`src/rtl/reset_sequencer_pkg.sv`:
```
// Shared types and constants for the reset sequencer.
// Optional build macro: RST_SEQ_NEGEDGE_EN (all flops on negedge clk).
package rst_seq_pkg;

  typedef enum logic [2:0] {
    RESET,
    SYNC,
    HOLD,
    RELEASE,
    RUN
  } seq_state_e;

  localparam int unsigned DEF_SYNC_STAGES = 2;
  localparam int unsigned DEF_MIN_HOLD    = 4;
  localparam int unsigned DEF_STAGGER     = 2;
  localparam int unsigned DEF_NUM_DOMAINS = 3;

  function automatic int unsigned max(input int unsigned a, input int unsigned b);
    return (a > b) ? a : b;
  endfunction

endpackage

```
`src/rtl/reset_sequencer_if.sv`:
```
// Soft-request input and per-domain reset outputs of the reset sequencer.
// Optional build macro: RST_SEQ_NEGEDGE_EN (no effect on this file).
interface reset_sequencer_if
  import rst_seq_pkg::*;
#(
  parameter int unsigned NUM_DOMAINS = DEF_NUM_DOMAINS
);
  logic                   soft_rst_req;
  logic [NUM_DOMAINS-1:0] rst_n;
  logic                   rst_done;
  logic                   busy;

  modport master (output soft_rst_req, input rst_n, input rst_done, input busy);
  modport slave  (input soft_rst_req, output rst_n, output rst_done, output busy);
endinterface

```
`src/rtl/reset_sequencer_sync_chain.sv`:
```
// Release synchroniser for the raw push-button reset, asynchronously cleared.
// Optional build macro: RST_SEQ_NEGEDGE_EN (flops clocked on negedge clk).
module sync_chain
  import rst_seq_pkg::*;
#(
  parameter int unsigned SYNC_STAGES = DEF_SYNC_STAGES
) (
  input  logic clk,
  input  logic RST_n,
  output logic sync_o
);
  // The sequencer's SYNC->HOLD state flop is the final stage, so HOLD
  // begins on the very edge the synchronised release lands.
  localparam int unsigned DEPTH = SYNC_STAGES - 1;

  logic [DEPTH-1:0] sync_q;

`ifdef RST_SEQ_NEGEDGE_EN
  always_ff @(negedge clk or negedge RST_n) begin
`else
  always_ff @(posedge clk or negedge RST_n) begin
`endif
    if (!RST_n) begin
      sync_q <= '0;
    end else begin
      sync_q[0] <= 1'b1;
      for (int unsigned k = 1; k < DEPTH; k++) begin
        sync_q[k] <= sync_q[k-1];
      end
    end
  end

  assign sync_o = sync_q[DEPTH-1];
endmodule

```
`src/rtl/reset_sequencer.sv`:
```
// Board reset sequencer: synchronised release, minimum hold, staggered domain release.
// Optional build macro: RST_SEQ_NEGEDGE_EN (all flops clocked on negedge clk).
module reset_sequencer
  import rst_seq_pkg::*;
#(
  parameter int unsigned SYNC_STAGES = DEF_SYNC_STAGES,
  parameter int unsigned MIN_HOLD    = DEF_MIN_HOLD,
  parameter int unsigned STAGGER     = DEF_STAGGER,
  parameter int unsigned NUM_DOMAINS = DEF_NUM_DOMAINS
) (
  input  logic             clk,
  input  logic             RST_n,
  reset_sequencer_if.slave bus
);
  localparam int unsigned CNT_W = $clog2(max(MIN_HOLD, STAGGER) + 1);
  localparam logic [CNT_W-1:0] HOLD_LAST = CNT_W'(MIN_HOLD - 1);
  localparam logic [CNT_W-1:0] STAG_LAST = CNT_W'(STAGGER - 1);

  seq_state_e             state_q;
  logic [CNT_W-1:0]       cnt_q;
  logic [NUM_DOMAINS-1:0] rst_n_q;
  logic [NUM_DOMAINS-1:0] rst_n_d;
  logic                   done_q;
  logic                   busy_q;
  logic                   synced;
  logic [CNT_W-1:0]       cnt_last;

  sync_chain #(
    .SYNC_STAGES(SYNC_STAGES)
  ) u_sync (
    .clk   (clk),
    .RST_n (RST_n),
    .sync_o(synced)
  );

  // Next release step shifts one more 1 in from bit 0.
  assign rst_n_d  = (rst_n_q << 1) | NUM_DOMAINS'(1);
  assign cnt_last = (state_q == HOLD) ? HOLD_LAST : STAG_LAST;

`ifdef RST_SEQ_NEGEDGE_EN
  always_ff @(negedge clk or negedge RST_n) begin
`else
  always_ff @(posedge clk or negedge RST_n) begin
`endif
    if (!RST_n) begin
      state_q <= RESET;
      cnt_q   <= '0;
      rst_n_q <= '0;
      done_q  <= 1'b0;
      busy_q  <= 1'b0;
    end else begin
      case (state_q)
        RESET: state_q <= SYNC;
        SYNC: begin
          if (synced) begin
            state_q <= HOLD;
            cnt_q   <= '0;
            busy_q  <= 1'b1;
          end
        end
        HOLD, RELEASE, RUN: begin
          if (bus.soft_rst_req) begin
            state_q <= HOLD;
            cnt_q   <= '0;
            rst_n_q <= '0;
            done_q  <= 1'b0;
            busy_q  <= 1'b1;
          end else if (state_q != RUN) begin
            // HOLD and RELEASE share the release step; only the period differs.
            if (cnt_q == cnt_last) begin
              cnt_q   <= '0;
              rst_n_q <= rst_n_d;
              if (&rst_n_d) begin
                state_q <= RUN;
                done_q  <= 1'b1;
                busy_q  <= 1'b0;
              end else begin
                state_q <= RELEASE;
              end
            end else begin
              cnt_q <= cnt_q + CNT_W'(1);
            end
          end
        end
        default: state_q <= RESET;
      endcase
    end
  end

  assign bus.rst_n    = rst_n_q;
  assign bus.rst_done = done_q;
  assign bus.busy     = busy_q;
endmodule
```
`src/flat_wrapper.sv`:
```
// flat-port wrapper written by rule: the top's interface ports become plain ports
module reset_sequencer_flat import rst_seq_pkg::*;
#(
  parameter int unsigned SYNC_STAGES = DEF_SYNC_STAGES,
  parameter int unsigned MIN_HOLD    = DEF_MIN_HOLD,
  parameter int unsigned STAGGER     = DEF_STAGGER,
  parameter int unsigned NUM_DOMAINS = DEF_NUM_DOMAINS
)
  (clk, RST_n, bus_soft_rst_req, bus_rst_n, bus_rst_done, bus_busy);
  reset_sequencer_if #(.NUM_DOMAINS(NUM_DOMAINS)) bus_i ();
  input  logic clk;
  input  logic RST_n;
  input wire logic [$bits(bus_i.soft_rst_req)-1:0] bus_soft_rst_req;
  output wire logic [$bits(bus_i.rst_n)-1:0] bus_rst_n;
  output wire logic [$bits(bus_i.rst_done)-1:0] bus_rst_done;
  output wire logic [$bits(bus_i.busy)-1:0] bus_busy;
  assign bus_i.soft_rst_req = bus_soft_rst_req;
  assign bus_rst_n = bus_i.rst_n;
  assign bus_rst_done = bus_i.rst_done;
  assign bus_busy = bus_i.busy;
  reset_sequencer #(.SYNC_STAGES(SYNC_STAGES), .MIN_HOLD(MIN_HOLD), .STAGGER(STAGGER), .NUM_DOMAINS(NUM_DOMAINS)) u_core (.clk(clk), .RST_n(RST_n), .bus(bus_i));
endmodule
```
`config.mk`:
```
export PLATFORM = sky130hd
export DESIGN_NAME = reset_sequencer_flat
export DESIGN_NICKNAME = d
export VERILOG_FILES = /design/src/rtl/reset_sequencer_pkg.sv /design/src/rtl/reset_sequencer_if.sv /design/src/rtl/reset_sequencer_sync_chain.sv /design/src/rtl/reset_sequencer.sv /design/src/flat_wrapper.sv
export SDC_FILE = /design/constraint.sdc
export NUM_CORES = 1
export LEC_CHECK = 0
export CAP_MARGIN = 40
export CORE_AREA = 4 4 41 43
export DETAILED_ROUTE_END_ITERATION = 6
export DIE_AREA = 0 0 45 47
export PLACE_DENSITY = 0.82
export SETUP_SLACK_MARGIN = 0.15
export SYNTH_ARGS = -nofsm -noshare
export SYNTH_HDL_FRONTEND = slang
export SYNTH_HIERARCHICAL = 1
export SYNTH_SLANG_ARGS = --single-unit
```
`constraint.sdc`:
```
create_clock -name clk -period 4.17 [get_ports clk]
set_input_delay 0.6255 -clock clk [delete_from_list [all_inputs] [get_ports clk]]
set_output_delay 0.6255 -clock clk [all_outputs]
set_load 0.005 [all_outputs]
```
==> results of run 1 <==
Yosys cell counts, types with 2 or more instances:
cell / count / area [um2]
a21oi_1: 5 / 25.02
a31oi_1: 3 / 18.77
clkbuf_1: 2 / 7.510
dfrtp_1: 12 / 300.3
inv_1: 3 / 11.26
nand2_1: 5 / 18.77
nand2b_1: 2 / 12.51
nand3_1: 2 / 10.01
nor2_1: 3 / 11.26
nor2b_1: 4 / 25.02
o21ai_0: 3 / 15.01
stage by stage:
stage               cell area (um2)  instances  setup slack [ns]  power [W]
global placement              753.2         86             2.118  0.0001987
global route                  789.5         90             2.259  0.0003107
floorplan                     671.9         66             2.564  0.0001827
detailed placement            753.2         86             2.069  0.0002013
CTS                           789.5         90             2.294  0.0002979
finish                        789.5         90             2.313  0.0002947
registers in the layout (all words and copies together), names as in the netlist:
| name | cells |
|---|---|
| u_core/bus.rst_n | 3 |
| u_core/u_sync/sync_o | 1 |
| u_core/bus.busy | 1 |
| u_core/state_q | 3 |
| u_core/cnt_q | 3 |
| u_core/bus.rst_done | 1 |
per-layer routing:
| metal | routed length (um) | up-vias | GRT usage, % |
|---|---|---|---|
| met5 | 0 | - | 0 |
| li1 | - | 260 | - |
| met4 | 29 | 0 | 8.772 |
| met3 | 83 | 4 | 3.448 |
| met1 | 601 | 276 | 17.81 |
| met2 | 672 | 18 | 27.12 |
final cells by class:
class / count / area [um2]
tap: 15 / 18.77
sequential: 12 / 300.3
multi-input combinational: 49 / 352.8
fill: 118 / 511.7
clock buffer: 4 / 36.28
inverter: 3 / 11.26
timing repair buffer: 7 / 70.07
power breakdown:
part	switching, W	internal (W)	leakage (nW)	total, W
combinational	0.0000334	0.0000286	0.165	0.0000620
clock	0.0000418	0.0000531	0.0210	0.0000949
sequential	0.0000129	0.000125	0.152	0.000138
total	0.0000881	0.000207	0.338	0.000295
cell families (layout without fill, tap and decap cells):
group           Yosys count  after routing  share of synthesized area (%)
xor+xnor                  1              1                          2.422
other cells               1              1                         0.5581
compound gates           22             22                          23.84
fa+ha+maj                 1              1                          1.862
simple gates             22             22                          20.67
buf+inv                   5             14                          2.794
flops                    12             12                          44.69
mux                       2              2                          3.166
worst max-delay path by stage:
stage / from / endpoint / cells after the start
after floorplan: bus_soft_rst_req / u_core/state_q[1] / 4
after global placement: bus_soft_rst_req / u_core/state_q[1] / 4
after detailed placement: bus_soft_rst_req / u_core/state_q[1] / 4
after CTS: u_core/bus.rst_n[1] / bus_rst_n[1] / 1
after global routing: u_core/bus.rst_n[1] / bus_rst_n[1] / 1
final: u_core/bus.rst_n[1] / bus_rst_n[1] / 1
==> impl_metrics.json, run 1 <==
{
  "final_nets": 80,
  "insertion_delay_ns": 0.28,
  "wire_per_inst_um": 15.40,
  "final_cell_mix": "12 x dfrtp_1, 7 x clkdlybuf4s50_1, 5 x nand2_1, 5 x a21oi_1, 4 x nor2b_1",
  "r2r_slack_ns": 2.48,
  "cts_setup_buffers": 0,
  "hold_path_class": "reg -> reg",
  "postRouteAntennaNets": 0,
  "cp.arrival_ns": 1.23,
  "leakagePower_nw": 0.3378,
  "period_needed_ns": 1.857,
  "drt_wl_total_mm": 1.386,
  "vias": 558,
  "drt_iter0_markers": 27,
  "crit_chain": "clkdlybuf4s50_1",
  "worstSetupPathType": "reg -> out",
  "place_hpwl_mm": 1.030,
  "setup_viol": 0,
  "finalMaxSlewViolations": 0,
  "die_h_um": 47,
  "maxSlewHeadroom_pct": 57.55,
  "grt_pass1_wl_mm": 2.290,
  "antenna_found_initial": 0,
  "r2r-start": "u_core/state_q[2]",
  "worst-slew-pin-transition_ns": 0.6354,
  "ctsHtreeMaxLevel": 1,
  "synth-seq-cells": 12,
  "cp_num_buf_inv": 1,
  "fin_crit_sh_pct": 44.54,
  "syn_avg_cell_area_um2": 10.18,
  "layout_commonest_cell": "dfrtp_1",
  "syn-num-nets": 70,
  "postSynthCellCount": 66,
  "cts_root_buffer": "clkbuf_4",
  "hold_violations": 0,
  "holdPathStages": 2,
  "fin_tns_setup_ns": 0,
  "top_level_ports": 8,
  "cts_hold_buf": 0,
  "max_freq_ghz": 0.5384,
  "grt-ovfl-total": 0,
  "holdWs_ns": 0.4959,
  "grt_max_degree": 13,
  "dr.pass1.iters": 4,
  "cp-end-kind": "output pin",
  "die-area_um2": 2115,
  "critPathMaxFanout": 5,
  "worstReg2RegEnd": "u_core/state_q[1]",
  "cts_resized": 0,
  "grt_pass1_vias": 535,
  "hold_start": "u_core/bus.rst_done",
  "syn2layout_area_growth_pct": 17.50,
  "path_clk_slew_ns": 0.08,
  "async_flop_share_pct": 100.0,
  "worst_setup_path_start_kind": "flop",
  "grt_usage_pct": 15.64,
  "num_rows": 13,
  "io_buffers": 7,
  "power.density_nw_per_um2": 373.3,
  "antenna_cells": 0,
  "fin_util_pct": 60.67,
  "core_um2": 1301,
  "cts_buffers": 3,
  "vias_per_cell": 6.200,
  "synth_edf_count": 0,
  "cts_max_path_buffers": 2,
  "vdd_drop_max_mv": 0.2530,
  "fin_worst_skew_ns": 0.001612,
  "cts.sinks": 12,
  "netlist_area_um2": 671.9,
  "rsz0062_at_grt": "false",
  "cap_violations": 0,
  "r2r_cells": 4,
  "status": "complete, no violations",
  "initial_core_util_pct": 51.63,
  "cpLargestDelayFamily": "buffers and inverters",
  "die_w_um": 45,
  "slowest_stage": "clkdlybuf4s50_1",
  "ys.flop_type": "dfrtp_1",
  "cts_tree": "done",
  "yosysSeqAreaShare_pct": 44.69,
  "ys_types": 33,
  "gp_congestion": 0.8179,
  "hold_path_end": "u_core/bus.rst_done",
  "drc": 0,
  "slowest_delay_ns": 0.53,
  "drive_above_1_share_pct": 16.00,
  "worstPathRequired_ns": 3.54,
  "ys_warn_count": 6
}
Note: power is estimated with default switching activity, not from simulation.
==> inputs of run 2 (changes only) <==
- CORE_AREA: 4 4 41 43 -> unset
- CORE_MARGIN: unset -> 4
- CORE_UTILIZATION: unset -> 47
- DIE_AREA: 0 0 45 47 -> unset
- PLACE_DENSITY: 0.82 -> 0.81
- clock period: 4.17 -> 1.6 ns (I/O delays scaled with it)
==> impl_metrics.json, run 2 (synthesis gave the netlist of run 1 again) <==
{
  "status": "complete, no violations",
  "regArea_um2": 304.0,
  "slowest_stage": "dfrtp_2",
  "startpoint": "u_core/state_q[1]",
  "die_h_um": 45.81,
  "drt_wl_total_mm": 1.682,
  "top_level_ports": 8,
  "postRouteAntennaNets": 0,
  "worst_setup_path_start_kind": "flop",
  "grt_pass1_vias": 578,
  "drc": 0,
  "dr.pass1.iters": 4,
  "pre_cts_ws_ns": -0.03600,
  "maxSlewHeadroom_pct": 66.06,
  "power.density_nw_per_um2": 844.9,
  "cts_root_buffer": "clkbuf_4",
  "grt_usage_pct": 17.92,
  "fin_tns_setup_ns": 0,
  "vias": 622,
  "leakagePower_nw": 0.4338,
  "worst-slew-pin-transition_ns": 0.5074,
  "drt_iter0_markers": 22,
  "cts_buffers": 3,
  "grt-ovfl-total": 0,
  "fillerInstances": 92,
  "cts_hold_buf": 0,
  "core_um2": 1318,
  "vdd_drop_max_mv": 0.6391,
  "insertion_delay_ns": 0.27,
  "max_freq_ghz": 0.6415,
  "critPathMaxFanout": 5,
  "setup_viol": 0,
  "io_buffers": 7,
  "fin_ws_ns": 0.04113,
  "cts.sinks": 12,
  "cpLargestDelayFamily": "flip-flops",
  "cts_tree": "done",
  "slowest_delay_ns": 0.45,
  "hold_path_class": "in -> async",
  "antenna_cells": 0,
  "grt_pass1_wl_mm": 2.628,
  "worstSetupPathType": "reg -> reg",
  "num_rows": 13,
  "drive_above_1_share_pct": 41.49,
  "wire_per_inst_um": 15.43,
  "die_w_um": 45.81,
  "fin_crit_sh_pct": 97.43,
  "instances_no_fill": 109,
  "fin_worst_skew_ns": 0.01143,
  "finalMaxSlewViolations": 0,
  "cp.arrival_ns": 1.71,
  "multi_input_area_um2": 412.9,
  "period_needed_ns": 1.559,
  "path_clk_slew_ns": 0.07,
  "layout_commonest_cell": "buf_4",
  "placedCellCount": 95,
  "cp-end-kind": "flop",
  "crit_chain": "nor3b_4, o21bai_1, a21oi_2, mux2_2",
  "worstPathRequired_ns": 1.75,
  "gp_congestion": 0.7839,
  "r2r-start": "u_core/state_q[1]",
  "syn2layout_area_growth_pct": 46.74,
  "cp_num_buf_inv": 0,
  "cts_max_path_buffers": 2,
  "place_hpwl_mm": 1.054,
  "initial_core_util_pct": 51.00,
  "fin_util_pct": 74.83,
  "final_nets": 99,
  "cap_violations": 0,
  "grt_max_degree": 13,
  "vias_per_cell": 5.706,
  "hold_violations": 0,
  "die-area_um2": 2099,
  "ctsHtreeMaxLevel": 1,
  "finalPower_w": 0.0008330,
  "final_cell_mix": "19 x buf_4, 9 x dfrtp_1, 7 x clkdlybuf4s50_1",
  "antenna_found_initial": 0,
  "rsz0062_at_grt": "true"
}
[run 2: path summary, 6_finish.rpt]
check / endpoint / slack (ns) / cells after the start
worst max-delay path: u_core/state_q[1] / 0.04 / 4
worst min-delay path: u_core/bus.rst_n[2] / 0.30 / 1
worst max register to register: u_core/state_q[1] / 0.04 / 4
worst min register to register: u_core/bus.busy / 0.51 / 1
max in group asynchronous: u_core/state_q[1] / 0.92 / 1
min in group clk: u_core/bus.busy / 0.51 / 1
[run 2: where the power goes]
part | switching [W] | internal, W | total [W]
Clock | 0.0000918 | 0.0000964 | 0.000188
Combinational | 0.000128 | 0.000156 | 0.000284
Sequential | 0.0000334 | 0.000327 | 0.000361
Total | 0.000253 | 0.000580 | 0.000833
[run 2: repair_timing]
| item | CTS | global route |
|---|---|---|
| pin swaps | 5 | 3 |
| endpoints found under the setup margin | 8 | 9 |
| buffers inserted | 5 | 5 |
| hold endpoints to repair | 0 | 0 |
| resized for setup | 3 | 7 |
[run 2: layer usage]
layer	part of all wire [%]	GRT usage, %	vias to the layer above
li1	-	-	296
met3	4.2	6.324	6
met4	2.7	10.23	0
met2	51	26.74	13
met5	0	0	-
met1	42	22.12	307
[run 2: final cells by class]
type                    instances  share of cell area [%]
multi-input cells              49                   41.88
flip-flops and latches         12                   30.84
clock buffers                   4                   2.665
inverters                       3                   1.142
repair buffers                 26                   21.57
well taps                      15                   1.904
[run 2: metrics by stage]
step | cell area, um2 | hold slack (ns)
floorplan | 681.9 | -0.05559
detailed placement | 830.8 | 0.5015
global placement | 830.8 | 0.4645
finish | 985.9 | 0.2994
CTS | 908.4 | 0.3344
global route | 985.9 | 0.3508
==> inputs of run 3 (changes only) <==
- CORE_MARGIN: 4 -> 2
- CTS_CLUSTER_DIAMETER: unset -> 200
==> impl_metrics.json, run 3 (synthesis gave the netlist of run 1 again) <==
{
  "path_clk_slew_ns": 0.08,
  "final_nets": 95,
  "setup_viol": 0,
  "cts_root_buffer": "clkbuf_4",
  "grt_pass1_vias": 621,
  "grt_pass1_wl_mm": 2.829,
  "cts_max_path_buffers": 2,
  "layout_commonest_cell": "buf_4",
  "fin_area_um2": 934.6,
  "initial_core_util_pct": 51.00,
  "drive_above_1_share_pct": 35.56,
  "grt-ovfl-total": 0,
  "antenna_cells": 0,
  "hold_path_class": "in -> async",
  "worst-slew-pin-transition_ns": 0.5328,
  "cts.sinks": 12,
  "ctsHtreeMaxLevel": 1,
  "r2r-start": "u_core/state_q[2]",
  "leakagePower_nw": 0.4244,
  "critPathMaxFanout": 7,
  "max_freq_ghz": 0.6440,
  "maxSlewHeadroom_pct": 64.37,
  "drt_wl_total_mm": 1.725,
  "syn2layout_area_growth_pct": 39.11,
  "fin_tns_setup_ns": 0,
  "final_cell_mix": "15 x buf_4, 9 x dfrtp_1, 7 x clkdlybuf4s50_1",
  "worstReg2RegEnd": "u_core/cnt_q[1]",
  "cts_tree": "done",
  "io_buffers": 7,
  "die_w_um": 41.81,
  "antenna_found_initial": 0,
  "cap_violations": 0,
  "crit_chain": "nor3b_4, xnor2_4, a21oi_2, buf_4, a31o_2",
  "finalPower_w": 0.0008739,
  "cp.arrival_ns": 1.73,
  "place_hpwl_mm": 1.140,
  "r2r_slack_ns": 0.05,
  "num_rows": 13,
  "slowest_delay_ns": 0.45,
  "top_level_ports": 8,
  "worst_setup_path_start_kind": "flop",
  "fin_worst_skew_ns": 0.0009489,
  "grt_max_degree": 13,
  "rsz0062_at_grt": "true",
  "core_um2": 1318,
  "drc": 0,
  "hold_violations": 0,
  "die-area_um2": 1748,
  "grt_usage_pct": 21.77,
  "cp-end-kind": "flop",
  "r2r_cells": 5,
  "postRouteAntennaNets": 0,
  "vias": 607,
  "vdd_drop_max_mv": 0.4963,
  "cts_hold_buf": 0,
  "placed_cell_area_um2": 815.8,
  "dr.pass1.iters": 4,
  "status": "complete, no violations",
  "period_needed_ns": 1.553,
  "vias_per_cell": 5.781,
  "power.density_nw_per_um2": 935.0,
  "die_h_um": 41.81,
  "worstSetupPathType": "reg -> reg",
  "cts_buffers": 3,
  "fin_crit_sh_pct": 97.06,
  "finalMaxSlewViolations": 0,
  "wire_per_inst_um": 16.43,
  "gp_congestion": 0.8078,
  "insertion_delay_ns": 0.28,
  "worstPathRequired_ns": 1.77,
  "drt_iter0_markers": 18,
  "slowest_stage": "dfrtp_2"
}
run 3: what timing repair did:
item / 4_1_cts / 5_1_grt
setup buffers: 6 / 2
endpoints found under the setup margin: 9 / 7
pin swaps: 4 / 3
gates resized for setup: 3 / 3
run 3: final cells by class:
class                      instances  area, um2
sequential                        12      304.0
multi-input combinational         49      381.6
timing repair buffer              22      182.7
clock buffer                       4      36.28
fill                             103      382.9
inverter                           3      11.26
tap                               15      18.77
run 3: how the worst max path moves through the flow:
| stage | slack [ns] | from | endpoint |
|---|---|---|---|
| CTS | 0.07 | u_core/state_q[0] | u_core/state_q[1] |
| global route | 0.001 | u_core/state_q[2] | u_core/cnt_q[1] |
| finish | 0.05 | u_core/state_q[2] | u_core/cnt_q[1] |
| floorplan | 0.15 | u_core/state_q[1] | u_core/state_q[1] |
| detailed placement | -0.04 | bus_soft_rst_req | u_core/state_q[1] |
| global placement | 0.02 | bus_soft_rst_req | u_core/state_q[1] |
run 3: metal layers:
layer / wire length, um / GRT usage, % / share of wire (%) / vias up
met5: 0 / 0 / 0 / -
met4: 96 / 16.77 / 5.6 / 0
met3: 55 / 3.043 / 3.2 / 11
met2: 795 / 32.50 / 46 / 20
met1: 777 / 28.10 / 45 / 289
li1: - / - / - / 287
run 3: metrics by stage:
stage / cells / hold WS (ns) / worst slack [ns] / utilization [%]
global route: 105 / 0.3669 / 0.001004 / 70.94
detailed placement: 93 / 0.4993 / -0.03743 / 61.92
global placement: 93 / 0.4627 / 0.02300 / 61.92
finish: 105 / 0.3043 / 0.04710 / 70.94
CTS: 103 / 0.3211 / 0.06874 / 69.14
floorplan: 66 / -0.05559 / 0.1525 / -
run 3: critical path, delay by kind of cell (launching register included):
kind,cells,cell delay [ns]
simple gates,1,0.30
xor+xnor,1,0.20
buf+inv,1,0.15
flops,1,0.45
compound gates,2,0.34
run 3: power breakdown:
group | switching [W] | internal, W
clock | 0.000109 | 0.000139
combinational | 0.000123 | 0.000145
sequential | 0.0000309 | 0.000327
total | 0.000263 | 0.000611
